File: src/rtl/apb_pkg.sv
// Shared types and helpers for the wait-state APB memory slave.
package apb_pkg;

  typedef enum logic {
    IDLE   = 1'b0,
    ACCESS = 1'b1
  } state_t;

  // Word-index width; a single-word memory still needs a 1-bit index.
  function automatic int idx_width(input int depth);
    return (depth > 1) ? $clog2(depth) : 1;
  endfunction

endpackage

File: src/rtl/apb_mem_array.sv
// Byte-lane memory: synchronous byte-enabled write, asynchronous read, async clear.
module apb_mem_array #(
  parameter int DATA_WIDTH = 32,
  parameter int DEPTH      = 64,
  parameter int IDX_W      = 6
) (
  input  logic                    PCLK,
  input  logic                    PRESET,
  input  logic                    we,
  input  logic [IDX_W-1:0]        waddr,
  input  logic [DATA_WIDTH-1:0]   wdata,
  input  logic [DATA_WIDTH/8-1:0] wstrb,
  input  logic [IDX_W-1:0]        raddr,
  output logic [DATA_WIDTH-1:0]   rdata
);

  localparam int STRB_W = DATA_WIDTH / 8;

  genvar gi;
  generate
    for (gi = 0; gi < STRB_W; gi++) begin : g_lane
      logic [7:0] lane_mem [DEPTH];

      always_ff @(posedge PCLK or posedge PRESET) begin
        if (PRESET) begin
          for (int w = 0; w < DEPTH; w++) lane_mem[w] <= '0;
        end else if (we && wstrb[gi]) begin
          lane_mem[waddr] <= wdata[gi*8 +: 8];
        end
      end

      // Guard keeps non-power-of-two depths from reading past the array.
      assign rdata[gi*8 +: 8] = (32'(raddr) < 32'(DEPTH)) ? lane_mem[raddr] : 8'h00;
    end
  endgenerate

endmodule

File: src/rtl/apb_mem_slave_ws.sv
// APB4 memory slave with byte strobes, programmable wait states, PSLVERR on
// out-of-range words and a sticky protocol-error flag.
module apb_mem_slave_ws
  import apb_pkg::*;
#(
  parameter int ADDR_WIDTH = 8,
  parameter int DATA_WIDTH = 32,
  parameter int DEPTH      = 64,
  parameter int WS_WIDTH   = 4
) (
  input  logic                    PCLK,
  input  logic                    PRESET,
  input  logic                    PSEL,
  input  logic                    PENABLE,
  input  logic                    PWRITE,
  input  logic [ADDR_WIDTH-1:0]   PADDR,
  input  logic [DATA_WIDTH-1:0]   PWDATA,
  input  logic [DATA_WIDTH/8-1:0] PSTRB,
  input  logic [WS_WIDTH-1:0]     ws_cfg,
  output logic [DATA_WIDTH-1:0]   PRDATA,
  output logic                    PREADY,
  output logic                    PSLVERR,
  output logic                    proto_err
);

  localparam int STRB_W = DATA_WIDTH / 8;
  localparam int OFFS_W = $clog2(STRB_W);
  localparam int IDX_W  = idx_width(DEPTH);

  state_t                  state_reg, state_next;
  logic [WS_WIDTH-1:0]     cnt_reg, cnt_next;
  logic                    err_reg, err_next;
  logic                    write_reg, write_next;
  logic                    proto_err_reg, proto_err_next;
  logic [IDX_W-1:0]        idx_reg, idx_next;
  logic [DATA_WIDTH-1:0]   wdata_reg, wdata_next;
  logic [DATA_WIDTH-1:0]   prdata_reg, prdata_next;
  logic [STRB_W-1:0]       strb_reg, strb_next;

  logic [ADDR_WIDTH-1:0]   word_addr;
  logic [IDX_W-1:0]        addr_idx;
  logic                    addr_err;
  logic [DATA_WIDTH-1:0]   mem_rdata;
  logic                    mem_we;

  // Full shifted address is kept so the range check sees every upper bit.
  assign word_addr = PADDR >> OFFS_W;
  assign addr_idx  = word_addr[IDX_W-1:0];
  assign addr_err  = 32'(word_addr) >= 32'(DEPTH);

  assign PREADY    = (state_reg == ACCESS) && PSEL && PENABLE && (cnt_reg == '0);
  assign PSLVERR   = PREADY && err_reg;
  assign mem_we    = PREADY && write_reg && !err_reg;
  assign PRDATA    = prdata_reg;
  assign proto_err = proto_err_reg;

  apb_mem_array #(
    .DATA_WIDTH (DATA_WIDTH),
    .DEPTH      (DEPTH),
    .IDX_W      (IDX_W)
  ) u_mem (
    .PCLK   (PCLK),
    .PRESET (PRESET),
    .we     (mem_we),
    .waddr  (idx_reg),
    .wdata  (wdata_reg),
    .wstrb  (strb_reg),
    .raddr  (addr_idx),
    .rdata  (mem_rdata)
  );

  always_comb begin
    state_next     = state_reg;
    cnt_next       = cnt_reg;
    err_next       = err_reg;
    write_next     = write_reg;
    proto_err_next = proto_err_reg;
    idx_next       = idx_reg;
    wdata_next     = wdata_reg;
    prdata_next    = prdata_reg;
    strb_next      = strb_reg;
    case (state_reg)
      IDLE: begin
        if (PSEL && !PENABLE) begin
          state_next = ACCESS;
          cnt_next   = ws_cfg;
          err_next   = addr_err;
          idx_next   = addr_idx;
          write_next = PWRITE;
          wdata_next = PWDATA;
          strb_next  = PSTRB;
          // Writes leave PRDATA holding the last read value.
          if (!PWRITE) prdata_next = addr_err ? '0 : mem_rdata;
        end else if (PSEL && PENABLE) begin
          proto_err_next = 1'b1;
        end
      end
      ACCESS: begin
        if (!(PSEL && PENABLE)) begin
          proto_err_next = 1'b1;
          state_next     = IDLE;
        end else if (cnt_reg != '0) begin
          cnt_next = cnt_reg - WS_WIDTH'(1);
        end else begin
          state_next = IDLE;
        end
      end
      default: state_next = IDLE;
    endcase
  end

  always_ff @(posedge PCLK or posedge PRESET) begin
    if (PRESET) begin
      state_reg     <= IDLE;
      cnt_reg       <= '0;
      err_reg       <= 1'b0;
      write_reg     <= 1'b0;
      proto_err_reg <= 1'b0;
      idx_reg       <= '0;
      wdata_reg     <= '0;
      prdata_reg    <= '0;
      strb_reg      <= '0;
    end else begin
      state_reg     <= state_next;
      cnt_reg       <= cnt_next;
      err_reg       <= err_next;
      write_reg     <= write_next;
      proto_err_reg <= proto_err_next;
      idx_reg       <= idx_next;
      wdata_reg     <= wdata_next;
      prdata_reg    <= prdata_next;
      strb_reg      <= strb_next;
    end
  end

endmodule

File: config.mk
export PLATFORM = sky130hd
export DESIGN_NAME = apb_mem_slave_ws
export DESIGN_NICKNAME = d
export VERILOG_FILES = /design/src/rtl/apb_pkg.sv /design/src/rtl/apb_mem_array.sv /design/src/rtl/apb_mem_slave_ws.sv
export SDC_FILE = /design/constraint.sdc
export NUM_CORES = 2
export LEC_CHECK = 0
export ABC_CLOCK_PERIOD_IN_PS = 90500
export CAP_MARGIN = 20
export CELL_PAD_IN_SITES_DETAIL_PLACEMENT = 1
export CELL_PAD_IN_SITES_GLOBAL_PLACEMENT = 2
export CORE_ASPECT_RATIO = 2
export CORE_MARGIN = 10
export CORE_UTILIZATION = 45
export DETAILED_ROUTE_END_ITERATION = 10
export DONT_BUFFER_PORTS = 1
export HOLD_SLACK_MARGIN = 0.06
export PLACE_DENSITY = 0.84
export SLEW_MARGIN = 10
export SYNTH_ARGS = -nofsm -noshare
export SYNTH_HDL_FRONTEND = slang
export SYNTH_SLANG_ARGS = --single-unit
File: constraint.sdc
create_clock -name PCLK -period 90.5 [get_ports PCLK]
set_input_delay 18.1 -clock PCLK [delete_from_list [all_inputs] [get_ports PCLK]]
set_output_delay 18.1 -clock PCLK [all_outputs]
set_load 0.01 [all_outputs]
* Yosys cells after proc, flatten, opt, wreduce, memory -nomap -nowiden
Cells that the tools add are included.
** Word-level totals
- Register bits after elaboration :: 2130
- Output and inout port bits :: 35
- Input bits :: 53
** Cells by class
- Bitwise gates (word level) :: 4
- Equality and inequality tests :: 6
- Order comparisons :: 4
- Multiplexer cells :: 31
- Reductions and logical operators :: 21
- Add/sub/neg operators :: 1
** Operators with widths (count)
- $bwmux 512 :: 4
- $bmux 8 s6 :: 4
- $mux 8 :: 9
- $demux 8 s6 :: 1
- $mux 32 :: 1
- $ge 7x7->1 const B :: 2
- $not 6->7 :: 2
- $logic_and 1x1->1 :: 13
- $mux 4 :: 3
- $reduce_and 3->1 :: 3
- $ne 2x2->1 const B :: 4
- $pmux 4 s2 :: 1
- $ge 6x7->1 const B :: 1
- $lt 7x1->1 const B :: 1
- $mux 1 :: 6
- $logic_not 4->1 :: 1
- $ne 2x1->1 const B :: 2
- $pmux 1 s2 :: 2
- $reduce_bool 4->1 :: 1
- $sub 4x1->4 const B :: 1
- $logic_not 1->1 :: 2
- $not 1->1 :: 2
- $reduce_and 2->1 :: 1

* Longest topological paths before layout
- Word-level depth :: 6
- Mapped depth :: 10
- Depth with buffers taken out :: 7

* Hierarchy
A second synthesis with hierarchy kept.
** Unflattened totals
- Cell total of the unflattened synthesis :: 6282
- Area total of the unflattened synthesis :: 96568.9 µm²
** Modules (own cells, without submodules)
- apb_mem_array :: sequential area each 51249.2 µm², times used 1, cells each 5982, area an instance 93325.8 µm²
- apb_mem_slave_ws :: sequential area each 2026.9 µm², times used 1, cells each 300, area an instance 3243.1 µm²

* Worst setup path before layout
Ideal clock, no wire load.
- Path kind :: input to output
- Start point :: in PSEL
- End point :: out PREADY
- Data arrival time :: 18426 ps
- Slack :: 53974 ps
- Data required time :: 72400 ps
- Path buffers :: 0
- Stages on the path :: 2
- Cell sequence :: nand3_1 nor2_1
** Between the ends
- Word-level cells in the longest chain between the ends :: 3
** RTL lines
- from (decl) :: line apb_mem_slave_ws.sv:13 : input logic PSEL,
- $logic_and 1x1->1 (3 in a row) :: line apb_mem_slave_ws.sv:51 : assign PREADY = (state_reg == ACCESS) && PSEL && PENABLE && (cnt_reg == '0);
- to (decl) :: line apb_mem_slave_ws.sv:21 : output logic PREADY,
Every way passes these cells.

* Final worst setup path
Ends and elaborated chain as after synthesis.

==> metrics.md <==
| Metric | Value |
|---|---|
| Combinational power share | 0.079 |
| Commonest cells post-synth | 2129 x dfrtp_1, 2087 x mux2_2, 450 x mux2i_1 |
| Syn nets | 6504 |
| Hold path cells | 1 |
| RSZ-0062 raised after global routing | no |
| # port buffers | 0 |
| Clock buffer count from CTS | 190 |
| Slowest stage delay, CP | 0.27 ns |
| Core Box Area | 0.221 mm² |
| Worst path slowest cell | nor2_1 |
| Most frequent cell after synthesis | dfrtp_1 |
| Synth warn | 0 |
| Pint | 1.47 mW |
| Syn_area_per_cell | 15.5 µm² |
| Worst-Skew Late Latency | 0.86 ns |
| Worst Path Max Fanout | 5 |
| Post-synth EDFFs | 0 |
| Hold Slack | 0.504 ns |
| WP data required | 72.40 ns |
| Clock Tree Root | clkbuf_16 |
| Initial antenna violation count | 15 |
| Top_reg_cell synth | dfrtp_1 |
| Hold_buf cts | 0 |
| Reg2Reg Depth | 9 |
| Nets@finish | 6316 |
| Worst-Margin Slew | 1.34 ns |
| DR vias/cell | 5.92 |
| Row cnt | 244 |
| Maximum vdd ir drop | 0.0144 mV |
| WL final | 276 mm |
| Crit. End Element | output port |
| Flop and latch count out of synthesis | 2129 |
| CP delay by family, top | simple AND/OR/NAND/NOR gates |
| Distinct cells, synth | 49 |
| Cell taking the most area after synthesis | dfrtp_1 |
| Max cap viols | 0 |
| Buf+Inv Stages, Crit Path | 0 |
| Fin. max-slew vios | 0 |
| Syn Std Cell Area | 0.0997 mm² |
| Per-cell routed wire length | 29.5 µm |
| Detailed Routing Iterations Pass 1 | 4 |
| Vias in the first global route | 63600 |
| Critical path depth | 2 |
| Max clock buf depth | 4 |
| Leak | 57.4 nW |
| Starting density of the core | 0.452 |
| Critical path class | in -> out |
| Period utilisation layout | 0.405 |
| Vias | 55400 |
| Post-Syn Instances | 6449 |
| Worst EP arrival | 18.51 ns |
| Psw | 503 µW |
| H-Tree Depth | 4 |
| Power Density | 18.1 mW/mm² |
| Final setup fails | 0 |
| Yosys top cell area share | 0.534 |
| Post-CTS Repair Setup Buffers | 0 |
| Setup crit start kind | input pin |
| Die height | 686 µm |
| Share of layout cells above drive strength 1 | 0.484 |
| Slew headroom | 0.109 |
| Setup TNS | 0 ns |
| Largest net degree at the start of global routing | 676 |
| Max reg flops | 2048 |
| Max Clock Skew | 0.0526 ns |
| Post-CTS sizing | 0 |
| GRT overflow | 0 |
| Sw Share | 0.255 |
| Seq pwr share | 0.493 |
| Clock transition at path regs | 0.07 ns |
| Post-DP HPWL | 180 mm |
| RePlAce Congestion | 0.837 |
| DRC | 0 |
| Area contributors post-synth | dfrtp_1 53%, mux2_2 24%, mux4_2 6.5%, nor2_8 4.8%, mux2i_1 4.5% |
| Fmax | 27.3 MHz |
| Sequential fraction of the synthesis area | 0.534 |
| Hold crit path type | reg -> reg |
| Area Overhead vs Synth | 9.14% |
| Clock sinks | 2129 |
| Clk pwr share | 0.428 |
| Fin. Hold Viols | 0 |
| Crit-path cells | nand3_1 > nor2_1 |
| FFs w/ async S/R, synth | 1.00 |
| Horiz. Die Dim | 353 µm |
| Die ar. | 0.242 mm² |
| First-pass GRT wire length | 417 mm |
| Final ANT Viol Nets | 0 |
| Status | finished, final reports clean |
| 1st-iter DRT viols | 3025 |
| Crit path time final | 36.61 ns |
| CTS tree | yes |
| IO Count | 88 |
| Total GRT Usage | 0.225 |
==> routing by layer <==
metal | share of wire | global-route usage
met1 | 0.36 | 0.243
met2 | 0.54 | 0.417
met3 | 0.033 | 0.0309
met4 | 0.063 | 0.129
met5 | 0.00043 | 0
==> cell type report <==
| cell class | count | area, µm² |
|---|---|---|
| Sequential cell | 2129 | 53300 |
| Multi-Input combinational cell | 3828 | 44400 |
| Fill cell | 20600 | 112000 |
| Tap cell | 2952 | 3690 |
| Inverter | 8 | 37.5 |
| Clock buffer | 277 | 5650 |
| Clock inverter | 51 | 696 |
| Timing Repair Buffer | 104 | 987 |
| Antenna cell | 7 | 17.5 |
==> through the flow <==
| step | setup slack [ns] | util | instance area [µm²] | cells | total power, mW |
|---|---|---|---|---|---|
| floorplan | 12.25 | - | 99700 | 6449 | 1.09 |
| global placement | 53.91 | 0.463 | 102000 | 9013 | 1.13 |
| detailed placement | 53.87 | 0.463 | 102000 | 9013 | 1.14 |
| CTS | 53.87 | 0.492 | 109000 | 9341 | 1.98 |
| global route | 53.84 | 0.493 | 109000 | 9352 | 2.04 |
| finish | 53.89 | 0.493 | 109000 | 9356 | 1.97 |
==> layout by cell type (no fill, tap or decap), types with 35 or more instances in the layout <==
cell	n
nand3_1	66
o22ai_1	97
clkbuf_8	46
clkbuf_16	195
nand2_1	104
dfrtp_1	2097
a22oi_1	192
mux2i_1	450
buf_4	91
nor2_8	240
a31oi_1	64
mux2_2	2087
clkbuf_1	36
mux4_2	288
a21oi_1	35
==> cell families after synthesis <==
| group | share of synthesized area |
|---|---|
| AOI/OAI and AO/OA | 0.0349 |
| muxes | 0.346 |
| buffers and inverters | 0.0218 |
| other | 0.0000376 |
| and+or+nand+nor | 0.0622 |
| adders and majority gates | 0.000251 |
| DFF | 0.534 |
==> worst register-to-register path, stage by stage (launching register included) <==
cell,delay [ns]
dfrtp_1,0.39
inv_1,0.10
ha_1,0.14
or3b_1,0.42
nor3_4,0.74
nand2_8,0.57
buf_4,0.77
buf_4,0.61
nor2_2,0.64
mux2_2,0.41
==> final timing paths <==
| kind | from | to | slack [ns] |
|---|---|---|---|
| setup / recovery | PSEL | PREADY | 53.89 |
| hold / removal | u_mem.g_lane[2].lane_mem[463] | u_mem.g_lane[2].lane_mem[463] | 0.50 |
| setup reg to reg | cnt_reg[0] | u_mem.g_lane[3].lane_mem[1] | 85.56 |
| hold reg to reg | u_mem.g_lane[2].lane_mem[463] | u_mem.g_lane[2].lane_mem[463] | 0.50 |
| max in group asynchronous | PRESET | wdata_reg[3] | 68.02 |
| min in group asynchronous | PRESET | u_mem.g_lane[3].lane_mem[44] | 17.26 |
==> power by group through the flow <==
stage,clock (mW),sequential (mW),combinational [mW]
after floorplan,0,0.986,0.101
after global placement,0,0.990,0.141
after detailed placement,0,0.991,0.147
after CTS,0.862,0.972,0.148
after global routing,0.899,0.973,0.165
final,0.845,0.972,0.156
Power figures use the tool's default switching activity.
